### config.mk
export PLATFORM = sky130hd
export DESIGN_NAME = imem_loader
export DESIGN_NICKNAME = d
export VERILOG_FILES = /design/src/rtl/imem_loader.sv
export SDC_FILE = /design/constraint.sdc
export NUM_CORES = 1
export LEC_CHECK = 0
export BUFFER_PORTS_ARGS = -buffer_cell sky130_fd_sc_hd__buf_2
export CAP_MARGIN = 20
export CORE_MARGIN = 10
export CORE_UTILIZATION = 56
export DETAILED_ROUTE_END_ITERATION = 8
export PLACE_DENSITY = 0.75
export SLEW_MARGIN = 20
export SYNTH_ARGS = -nofsm -noshare
export SYNTH_HDL_FRONTEND = slang
export SYNTH_SLANG_ARGS = --single-unit
### constraint.sdc
create_clock -name clk -period 2.05 [get_ports clk]
set_clock_uncertainty 0.15 [all_clocks]
set_input_delay 0.205 -clock clk [delete_from_list [all_inputs] [get_ports clk]]
set_output_delay 0.205 -clock clk [all_outputs]
set_load 0.01 [all_outputs]
### src/rtl/imem_loader.sv
// Boot loader: framed byte stream -> instruction memory, core held in
// reset until the frame checksum matches; reloadable once the core halts.
module imem_loader #(
  parameter int IMEM_SIZE = 32,
  parameter int ADDR_W    = 5
) (
  input  logic              clk,
  input  logic              rst_n,
  input  logic [7:0]        rx_data,
  input  logic              rx_valid,
  output logic              rx_ready,
  output logic [ADDR_W-1:0] imem_addr,
  output logic [15:0]       imem_wdata,
  output logic              imem_wr,
  output logic              core_rst_n,
  input  logic              core_holt,
  output logic              load_done,
  output logic              load_err
);

  localparam int IW = $clog2(IMEM_SIZE) + 1;
  localparam logic [IW-1:0] ONE = IW'(1);

  typedef enum logic [2:0] {
    S_IDLE,
    S_HI,
    S_LO,
    S_CSUM,
    S_RUN,
    S_ERR
  } state_t;

  state_t r_state;
  state_t w_state_nx;

  logic [7:0]        r_acc;
  logic [7:0]        w_acc_nx;
  logic [7:0]        r_hi;
  logic [7:0]        w_hi_nx;
  logic [IW-1:0]     r_idx;
  logic [IW-1:0]     w_idx_nx;
  logic [IW-1:0]     r_n;
  logic [IW-1:0]     w_n_nx;
  logic              r_wr;
  logic              w_wr_nx;
  logic [ADDR_W-1:0] r_addr;
  logic [ADDR_W-1:0] w_addr_nx;
  logic [15:0]       r_wdata;
  logic [15:0]       w_wdata_nx;

  logic              w_xfer;
  logic              w_cnt_ok;
  logic [IW-1:0]     w_idx_inc;

  // A running core only frees the stream once it has halted.
  assign rx_ready  = (r_state != S_RUN) | core_holt;
  assign w_xfer    = rx_valid & rx_ready;
  assign w_cnt_ok  = (rx_data != 8'd0) &&
                     (int'(rx_data) <= IMEM_SIZE);
  assign w_idx_inc = r_idx + ONE;

  always_comb begin
    w_state_nx = r_state;
    w_acc_nx   = r_acc;
    w_hi_nx    = r_hi;
    w_idx_nx   = r_idx;
    w_n_nx     = r_n;
    w_wr_nx    = 1'b0;
    w_addr_nx  = r_addr;
    w_wdata_nx = r_wdata;
    unique case (r_state)
      S_IDLE, S_RUN, S_ERR: begin
        if (w_xfer) begin
          w_n_nx     = rx_data[IW-1:0];
          w_acc_nx   = rx_data;
          w_idx_nx   = '0;
          w_state_nx = w_cnt_ok ? S_HI : S_ERR;
        end
      end
      S_HI: begin
        if (w_xfer) begin
          w_hi_nx    = rx_data;
          w_acc_nx   = r_acc ^ rx_data;
          w_state_nx = S_LO;
        end
      end
      S_LO: begin
        if (w_xfer) begin
          w_wr_nx    = 1'b1;
          w_addr_nx  = r_idx[ADDR_W-1:0];
          w_wdata_nx = {r_hi, rx_data};
          w_acc_nx   = r_acc ^ rx_data;
          w_idx_nx   = w_idx_inc;
          w_state_nx = (w_idx_inc == r_n) ? S_CSUM : S_HI;
        end
      end
      S_CSUM: begin
        if (w_xfer)
          w_state_nx = (rx_data == r_acc) ? S_RUN : S_ERR;
      end
      default: w_state_nx = S_IDLE;
    endcase
  end

  always_ff @(posedge clk or negedge rst_n) begin
    if (!rst_n) begin
      r_state <= S_IDLE;
      r_acc   <= '0;
      r_hi    <= '0;
      r_idx   <= '0;
      r_n     <= '0;
      r_wr    <= 1'b0;
      r_addr  <= '0;
      r_wdata <= '0;
    end else begin
      r_state <= w_state_nx;
      r_acc   <= w_acc_nx;
      r_hi    <= w_hi_nx;
      r_idx   <= w_idx_nx;
      r_n     <= w_n_nx;
      r_wr    <= w_wr_nx;
      r_addr  <= w_addr_nx;
      r_wdata <= w_wdata_nx;
    end
  end

  assign imem_wr    = r_wr;
  assign imem_addr  = r_addr;
  assign imem_wdata = r_wdata;
  assign core_rst_n = (r_state == S_RUN);
  assign load_done  = (r_state == S_RUN);
  assign load_err   = (r_state == S_ERR);

endmodule

Word level (Yosys, flattened, before mapping)
Index checks and enable logic that the tools add are counted.
{ "totals": {"reg_bits": 53, "latchBits": 0, "mem_bits_rw": 0, "romBits": 0, "inputBits": 12, "mem_count": 0} }
{ "classes": {"addsub": 1, "n_mul": 0, "div_mod_pow": 0, "magnitude_cmp": 1, "eq_ne": 13, "n_shift": 0, "mux": 16, "n_bitwise": 3, "reduce_logical": 13} }
{ "ops": {"columns": ["cell", "n"], "rows": [
  ["$mux W8", 2],
  ["$pmux W8 S2", 1],
  ["$mux W3", 5],
  ["$mux W6", 2],
  ["$pmux W3 S4", 1],
  ["$pmux W6 S2", 1],
  ["$eq A8 B8 Y1", 1],
  ["$le A8 B6 Y1 const B", 1],
  ["$ne A2 B2 Y1 const B", 4],
  ["$reduce_bool A8 Y1", 1],
  ["$xor A8 B8 Y8", 1],
  ["$add A6 B1 Y6 const B", 1],
  ["$eq A3 B2 Y1 const B", 2],
  ["$eq A3 B3 Y1 const B", 2],
  ["$eq A6 B6 Y1", 1],
  ["$reduce_and A2 Y1", 3],
  ["$reduce_and A3 Y1", 2],
  ["$reduce_and A4 Y1", 1],
  ["$reduce_bool A2 Y1", 2],
  ["$eq A3 B1 Y1 const B", 1],
  ["$logic_not A3 Y1", 1],
  ["$mux W1", 3],
  ["$ne A3 B3 Y1 const B", 1],
  ["$reduce_or A3 Y1", 1],
  ["6 further kinds", 6]
]} }

Logic depth before layout (Yosys ltp)
Gate-level depths: netlist (run 1).
{ "depth": {"ltp_word": 5, "ltp_mapped": 7, "mapped_depth_nobuf": 5} }

Least setup slack after synthesis (run 1)
Ideal clock, no wire load.
{ "synth_timing": {"path_type": "flip-flop to flip-flop", "start": "reg r_state[0]", "end": "reg r_n[3]", "setup_ns": 0.127, "arrival_ns": 1.618, "t_required_ns": 1.773, "setup_slack_ns": 0.154, "path_stages_with_launch": 6, "n_path_buf": 2, "path_cell_list": "dfrtp_1 -> buf_4 -> nor2b_4 -> a2111oi_4 -> buf_6 -> mux2_1"} }
{ "synth_between": {"elab_chain_cells": 4} }
{ "synth_rtl": {"columns": ["element", "line", "source"], "rows": [
  ["start: declaration", "33", "state_t r_state;"],
  ["start signal: assignment", "116", "r_state <= w_state_nx;"],
  ["$ne A3 B3 Y1", "56", "assign rx_ready = (r_state != S_RUN) | core_holt;"],
  ["$or A1 B1 Y1", "56", null],
  ["$and A1 B1 Y1", "57", "assign w_xfer = rx_valid & rx_ready;"],
  ["$reduce_and A2 Y1 (no source line) *", null, null],
  ["end signal: assignment", "120", "r_n <= w_n_nx;"],
  ["end: declaration", "42", "logic [IW-1:0] r_n;"]
]} }
Every way passes the cells marked *; elsewhere a longest branch is shown, timed or not.
A chain may end at the register's enable or synchronous reset.

Worst setup path after layout (run 1)
{ "layout_timing": {"start": "reg r_state[2]", "end": "out rx_ready"} }
{ "layout_between": {"elab_chain_cells": 2} }
{ "layout_rtl": {"columns": ["element", "line", "source"], "rows": [
  ["$ne A3 B3 Y1", "56", null],
  ["$or A1 B1 Y1", "56", null],
  ["end: declaration", "11", "output logic rx_ready,"]
]} }
Every way passes these cells.

==> impl_metrics.sql, run 1 <==
INSERT INTO impl_metrics (metric_group, metric, value, unit) VALUES
('run_status', 'result_of_the_run', 'complete, no violations', ''),
('detailed_routing', 'dr.pass1.iters', '4', ''),
('floorplanning', 'floorplan.io_pins', '38', ''),
('timing', 'max_clock_freq', '518', 'MHz'),
('clocking', 'cts_tree', 'done', ''),
('yosys', 'post_synth_edffs', '0', ''),
('clocking', 'clkTransAtPathRegs', '0.09', 'ns'),
('yosys', 'synth.cells.most_frequent', 'sky130_fd_sc_hd__nand2_1 (66), sky130_fd_sc_hd__dfrtp_1 (53), sky130_fd_sc_hd__xnor2_1 (14)', ''),
('floorplanning', 'die_x', '87.9', 'microns'),
('yosys', 'synth.cell_area', '2580', 'sq um'),
('detailed_routing', 'dr_total_vias', '1880', ''),
('power_and_ir_drop', 'max-vdd-ir-drop', '0.902', 'mV'),
('timing', 'report.final.slew_viol_count', '0', ''),
('yosys', 'yosys.cell_types.count', '45', ''),
('clocking', 'cts-htree-levels', '2', ''),
('power_and_ir_drop', 'power_per_cell_area', '1310', 'nW/um^2'),
('global_route', 'grt_util_all_layers', '14.8', '%'),
('finish', 'antenna-diode-count', '0', ''),
('clocking', 'post_cts_resize_count', '0', ''),
('finish', 'syn_to_final_growth', '14.6', '%'),
('yosys', 'syn_nets', '260', ''),
('setup_path', 'arrival', '1.58', 'ns'),
('floorplanning', 'design.die.area', '7730', 'sq um'),
('global_route', 'grt.overflow.total', '0', ''),
('hold_path', 'holdCritPathClass', 'in2reg', ''),
('finish', 'fin_nets', '300', ''),
('setup_path', 'reg2regPathDepth', '4', ''),
('floorplanning', 'placementRows', '24', ''),
('clocking', 'cts_hold_buf', '1', ''),
('yosys', 'most_used_dff_post_synth', 'sky130_fd_sc_hd__dfrtp_1', ''),
('yosys', 'synth_cells', '247', ''),
('hold_path', 'min_path_cells', '3', ''),
('yosys', 'synthMostInstantiatedCell', 'sky130_fd_sc_hd__nand2_1', ''),
('clocking', 'cts-buffers-inserted', '5', ''),
('clocking', 'cts_setup_buffers', '0', ''),
('setup_path', 'crit_path_max_fanout', '6', ''),
('yosys', 'syn_avg_cell_area', '10.5', 'sq um'),
('floorplanning', 'die-height', '87.9', 'microns'),
('timing', 'report.final.hold_viol_count', '0', ''),
('yosys', 'synth_largest_type_area_fraction', '51.3', '%'),
('yosys', 'cell_taking_the_most_area_after_synthesis', 'sky130_fd_sc_hd__dfrtp_1', ''),
('timing', 'finalWorstPathRequiredPeriod', '1.93', 'ns'),
('setup_path', 'timing.critical_path.required', '1.69', 'ns'),
('global_route', 'antenna_found_initial', '0', ''),
('global_route', 'grt_pass1_vias', '1862', ''),
('finish', 'final-seq-area', '1330', 'sq um'),
('place', 'dpl.cell_count', '331', ''),
('timing', 'rsz_0062_raised_after_global_routing', 'false', ''),
('clocking', 'worst_skew_pair.late_latency', '0.31', 'ns'),
('timing', 'layout_worst_path_cycle_share', '94.2', '%'),
('setup_path', 'sort_of_element_at_the_end_of_the_critical_path', 'output pin', ''),
('yosys', 'synth_sequential_area_ratio', '51.3', '%'),
('place', 'port_buffers', '37', ''),
('yosys', 'ys_async_sr_fraction', '100', '%'),
('clocking', 'cts.sinks', '53', ''),
('yosys', 'ys_ff_latch', '53', ''),
('detailed_routing', 'avgRoutedWirePerCell', '16.0', 'microns'),
('finish', 'final_cell_count_no_fill', '340', ''),
('yosys', 'post_synth_main_area_contributors', 'sky130_fd_sc_hd__dfrtp_1 (51%), sky130_fd_sc_hd__nand2_1 (9.6%), sky130_fd_sc_hd__mux2_2 (5.7%)', ''),
('finish', 'multi_input_comb_area', '1170', 'sq um'),
('setup_path', 'startpoint_type', 'flip-flop', ''),
('clocking', 'clk_tree_root_cell', 'sky130_fd_sc_hd__clkbuf_8', ''),
('place', 'dp_hpwl', '3.86', 'mm'),
('timing', 'setup_viol', '0', ''),
('detailed_routing', 'finalWirelength', '5.43', 'mm'),
('detailed_routing', 'dr.first_iter.drc_count', '80', ''),
('job', 'max_cap_violations', '0', ''),
('timing', 'tightest_slew', '0.434', 'ns'),
('setup_path', 'worstSetupPathType', 'reg2out', ''),
('floorplanning', 'start_util', '58.5', '%'),
('global_route', 'grt_start_max_net_pins', '54', '');
-- critical path: stages, from the launching register on --
cell                       delay (ns)
sky130_fd_sc_hd__dfrtp_1         0.54
sky130_fd_sc_hd__buf_4           0.21
sky130_fd_sc_hd__nand2b_1        0.09
sky130_fd_sc_hd__nor3_1          0.23
sky130_fd_sc_hd__inv_1           0.06
sky130_fd_sc_hd__buf_2           0.14
-- area by class of cell --
cell class / instances / share of cell area [%]
Clock buffer: 6 / 2.45
Clock inverter: 2 / 1.31
Inverter: 4 / 0.507
Multi-Input combinational cell: 176 / 39.4
Sequential cell: 53 / 44.8
Tap cell: 52 / 2.20
Timing Repair Buffer: 47 / 9.30
-- metal layers --
| layer | vias up | GRT usage, % | part of all wire [%] |
|---|---|---|---|
| met1 | 906 | 19.2 | 46 |
| met5 | - | 0 | 0 |
| met3 | 10 | 4.18 | 5.6 |
| li1 | 916 | - | - |
| met2 | 48 | 23.2 | 47 |
| met4 | 0 | 4.78 | 1.7 |
-- cell families after synthesis --
group | count (synthesis) | share of synthesized area (%)
muxes | 25 | 10.4
DFF | 53 | 51.3
AOI/OAI and AO/OA | 28 | 8.62
adders and majority gates | 1 | 0.484
xor gates and xnor gates | 17 | 5.76
buffers and inverters | 18 | 3.49
and+or+nand+nor | 105 | 19.9
-- cell usage in the layout, fill, tap and decap left out, types with 2 or more instances in the layout --
master,n
sky130_fd_sc_hd__nand3_1,3
sky130_fd_sc_hd__buf_2,37
sky130_fd_sc_hd__nand4_1,3
sky130_fd_sc_hd__nand2_1,66
sky130_fd_sc_hd__mux2i_1,10
sky130_fd_sc_hd__a22o_1,2
sky130_fd_sc_hd__clkbuf_8,5
sky130_fd_sc_hd__mux2_2,13
sky130_fd_sc_hd__nor3b_1,8
sky130_fd_sc_hd__a21o_1,8
sky130_fd_sc_hd__buf_4,8
sky130_fd_sc_hd__a21oi_1,5
sky130_fd_sc_hd__nor2_1,6
sky130_fd_sc_hd__xnor2_1,14
sky130_fd_sc_hd__o2bb2ai_1,3
sky130_fd_sc_hd__xor2_1,3
sky130_fd_sc_hd__inv_1,3
sky130_fd_sc_hd__dfrtp_1,53
sky130_fd_sc_hd__mux2_1,2
sky130_fd_sc_hd__nor3_1,7
-- stage by stage --
| stage | instance area [sq um] | total power (uW) | hold WS (ns) | setup slack, ns |
|---|---|---|---|---|
| 2_1_floorplan | 2580 | 2770 | -0.241 | 0.154 |
| 3_3_place_gp | 2840 | 3160 | 0.0727 | 0.212 |
| 3_5_place_dp | 2840 | 3210 | 0.0720 | 0.192 |
| 4_1_cts | 2960 | 3920 | 0.0277 | 0.106 |
| 5_1_grt | 2960 | 4140 | 0.0298 | 0.000494 |
| 6_report | 2960 | 3880 | 0.0328 | 0.119 |
-- registers in the layout, indices dropped and copies added (netlist names) --
register,cells
r_hi,8
r_n,6
imem_wr,1
r_state,3
imem_addr,5
r_idx,6
imem_wdata,16
r_acc,8
-- report_power, final --
part           switching [uW]  leakage [uW]  internal [uW]
Sequential                324      0.000677           1430
Combinational             669      0.000750            748
Clock                     343     0.0000554            367
Total                    1330       0.00148           2540
-- path summary, 6_finish.rpt --
kind / start / end / slack [ns]
max in group asynchronous: rst_n / r_n[0] / 1.25
worst max-delay path: r_state[2] / rx_ready / 0.12
worst min-delay path: rx_data[7] / imem_wdata[7] / 0.03
min in group asynchronous: rst_n / r_state[0] / 0.26
worst max register to register: r_state[0] / r_n[0] / 0.16
worst min register to register: r_hi[6] / imem_wdata[14] / 0.32
Note: power is estimated with default switching activity, not from simulation.
==> inputs of run 2 (changes only) <==
==> config.mk (replaced) <==
export PLATFORM = sky130hd
export DESIGN_NAME = imem_loader
export DESIGN_NICKNAME = d
export VERILOG_FILES = /design/src/rtl/imem_loader.sv
export SDC_FILE = /design/constraint.sdc
export NUM_CORES = 1
export LEC_CHECK = 0
export CAP_MARGIN = 20
export CORE_MARGIN = 10
export CORE_UTILIZATION = 62
export DETAILED_ROUTE_END_ITERATION = 8
export DONT_BUFFER_PORTS = 1
export PLACE_DENSITY = 0.77
export SLEW_MARGIN = 20
export SYNTH_ARGS = -nofsm -noshare
export SYNTH_HDL_FRONTEND = slang
export SYNTH_SLANG_ARGS = --single-unit
==> impl_metrics.sql, run 2 (same netlist as run 1, synthesis figures left out) <==
INSERT INTO impl_metrics (metric_group, metric, value, unit) VALUES
('finish', 'final_layout_size_suffix_gt1_share', '14.9', '%'),
('timing', 'layout_worst_path_cycle_share', '87.7', '%'),
('setup_path', 'number_of_buffer_and_inverter_stages_on_the_critical_path', '1', ''),
('timing', 'final.setup.worst_slack', '0.252', 'ns'),
('global_route', 'antenna_found_initial', '0', ''),
('detailed_routing', 'dr_total_vias', '1791', ''),
('detailed_routing', 'dr.first_iter.drc_count', '133', ''),
('timing', 'max_slew_margin', '70.6', '%'),
('timing', 'report.final.hold_viol_count', '0', ''),
('place', 'detailedPlace.worstSlack', '0.278', 'ns'),
('job', 'max_cap_violations', '0', ''),
('power_and_ir_drop', 'max-vdd-ir-drop', '0.791', 'mV'),
('clocking', 'cts_tree', 'done', ''),
('detailed_routing', 'avgRoutedWirePerCell', '18.0', 'microns'),
('place', 'port_buffers', '0', ''),
('timing', 'fin_setup_tns', '0', 'ns'),
('timing', 'rsz_0062_raised_after_global_routing', 'false', ''),
('clocking', 'cts-buffers-inserted', '5', ''),
('clocking', 'cts_setup_buffers', '0', ''),
('floorplanning', 'die-height', '84.6', 'microns'),
('clocking', 'post_cts_resize_count', '0', ''),
('global_route', 'grt_pass1_wl', '9.34', 'mm'),
('finish', 'most-common-layout-cells', 'sky130_fd_sc_hd__nand2_1 (66), sky130_fd_sc_hd__dfrtp_1 (53), sky130_fd_sc_hd__xnor2_1 (14), sky130_fd_sc_hd__mux2_2 (13)', ''),
('finish', 'antenna-diode-count', '0', ''),
('finish', 'fin_nets', '274', ''),
('clocking', 'clk_tree_root_cell', 'sky130_fd_sc_hd__clkbuf_8', ''),
('place', 'placer_congestion_estimate', '0.786', ''),
('finish', 'layout.filler_cells', '288', ''),
('global_route', 'grt_util_all_layers', '15.8', '%'),
('clocking', 'worst_skew_pair.late_latency', '0.30', 'ns'),
('power_and_ir_drop', 'total_power', '3760', 'uW'),
('setup_path', 'startpoint_type', 'flip-flop', ''),
('global_route', 'grt_pass1_vias', '1818', ''),
('setup_path', 'cp_slowest_stage_delay', '0.54', 'ns'),
('detailed_routing', 'dr.pass1.iters', '4', ''),
('clocking', 'cts_buffer_depth', '2', ''),
('clocking', 'clkTransAtPathRegs', '0.09', 'ns'),
('finish', 'layout.cells.most_common', 'sky130_fd_sc_hd__nand2_1', ''),
('setup_path', 'timing.critical_path.required', '1.69', 'ns'),
('timing', 'report.final.slew_viol_count', '0', ''),
('detailed_routing', 'finalWirelength', '5.61', 'mm'),
('setup_path', 'sort_of_element_at_the_end_of_the_critical_path', 'output pin', ''),
('setup_path', 'critical_path.cell_chain', 'nand2b_1 > nor3_1 > inv_1', ''),
('floorplanning', 'floorplan.io_pins', '38', ''),
('floorplanning', 'die_x', '84.6', 'microns'),
('place', 'dp_hpwl', '3.73', 'mm'),
('detailed_routing', 'antenna_violating_nets_post_route', '0', ''),
('floorplanning', 'design.die.area', '7150', 'sq um'),
('floorplanning', 'start_util', '64.1', '%'),
('timing', 'setup_viol', '0', ''),
('setup_path', 'arrival', '1.44', 'ns'),
('finish', 'syn_to_final_growth', '11.7', '%'),
('hold_path', 'holdCritPathClass', 'in2reg', ''),
('setup_path', 'critical-path-top-delay-family', 'flip-flops', ''),
('timing', 'max_clock_freq', '556', 'MHz'),
('clocking', 'cts.sinks', '53', ''),
('run_status', 'result_of_the_run', 'complete, no violations', ''),
('timing', 'finalWorstPathRequiredPeriod', '1.80', 'ns'),
('detailed_routing', 'drc', '0', ''),
('power_and_ir_drop', 'power_per_cell_area', '1300', 'nW/um^2'),
('finish', 'largest_register_ff_count', '16', ''),
('detailed_routing', 'vias_per_cell', '5.74', ''),
('timing', 'tightest_slew', '0.442', 'ns'),
('global_route', 'grt_start_max_net_pins', '54', ''),
('floorplanning', 'placementRows', '23', ''),
('power_and_ir_drop', 'power.leakage', '0.00136', 'uW'),
('setup_path', 'worstSetupPathType', 'reg2out', ''),
('global_route', 'grt.overflow.total', '0', ''),
('floorplanning', 'placeableCoreArea', '4030', 'sq um'),
('setup_path', 'crit_path_max_fanout', '12', ''),
('clocking', 'cts-htree-levels', '2', ''),
('setup_path', 'cp_slowest_cell', 'sky130_fd_sc_hd__dfrtp_1', '');
[run 2: changes by cell type in the layout (fill, tap and decap cells not counted), sizes merged]
cell	before	now
buf	46	11
dlygate4sd3	1	10
[run 2: layer usage]
metal | global-route usage (%) | up-vias | wire, microns
li1 | - | 868 | -
met1 | 19.3 | 875 | 2440
met2 | 26.4 | 42 | 2810
met3 | 4.25 | 6 | 310
met4 | 5.09 | 0 | 46
met5 | 0 | - | 0
[run 2: through the flow]
step / area [sq um] / cells / hold slack, ns / util (%)
finish: 2890 / 312 / 0.0463 / 71.6
detailed placement: 2650 / 293 / -0.238 / 65.7
floorplan: 2580 / 247 / -0.241 / -
global route: 2890 / 312 / 0.0595 / 71.6
global placement: 2650 / 293 / -0.238 / 65.7
CTS: 2890 / 312 / 0.0331 / 71.6
[run 2: worst reg2reg max path, delay by kind of cell (launching register included)]
kind / cells / cell delay [ns]
flops: 1 / 0.44
simple gates: 1 / 0.06
compound gates: 2 / 0.44
buf+inv: 3 / 0.62
[run 2: layout make-up]
cell class	instances	area (sq um)	area share [%]
inverters	4	15.0	0.520
clock buffers	6	72.6	2.52
well taps	50	62.6	2.17
clock inverters	2	38.8	1.34
multi-input cells	176	1170	40.5
repair buffers	21	203	7.03
flip-flops and latches	53	1330	46.0
[run 2: final timing paths]
check	cells past startpoint	from	slack, ns	to
min	3	core_holt	0.05	r_state[2]
max in group asynchronous	2	rst_n	1.27	r_hi[1]
min in group asynchronous	2	rst_n	0.26	r_idx[2]
max	3	r_state[1]	0.25	rx_ready
min reg2reg	2	r_hi[1]	0.33	imem_wdata[9]
max reg2reg	6	r_state[2]	0.26	r_acc[0]
[run 2: repair_timing]
| action | CTS | global route |
|---|---|---|
| endpoints found under the hold margin | 85 | 0 |
| endpoints found under the setup margin | 0 | 0 |
| hold buffers | 11 | 0 |
[run 2: report_power, final]
group / switching [uW] / internal, uW
sequential: 410 / 1430
combinational: 566 / 647
clock: 339 / 367
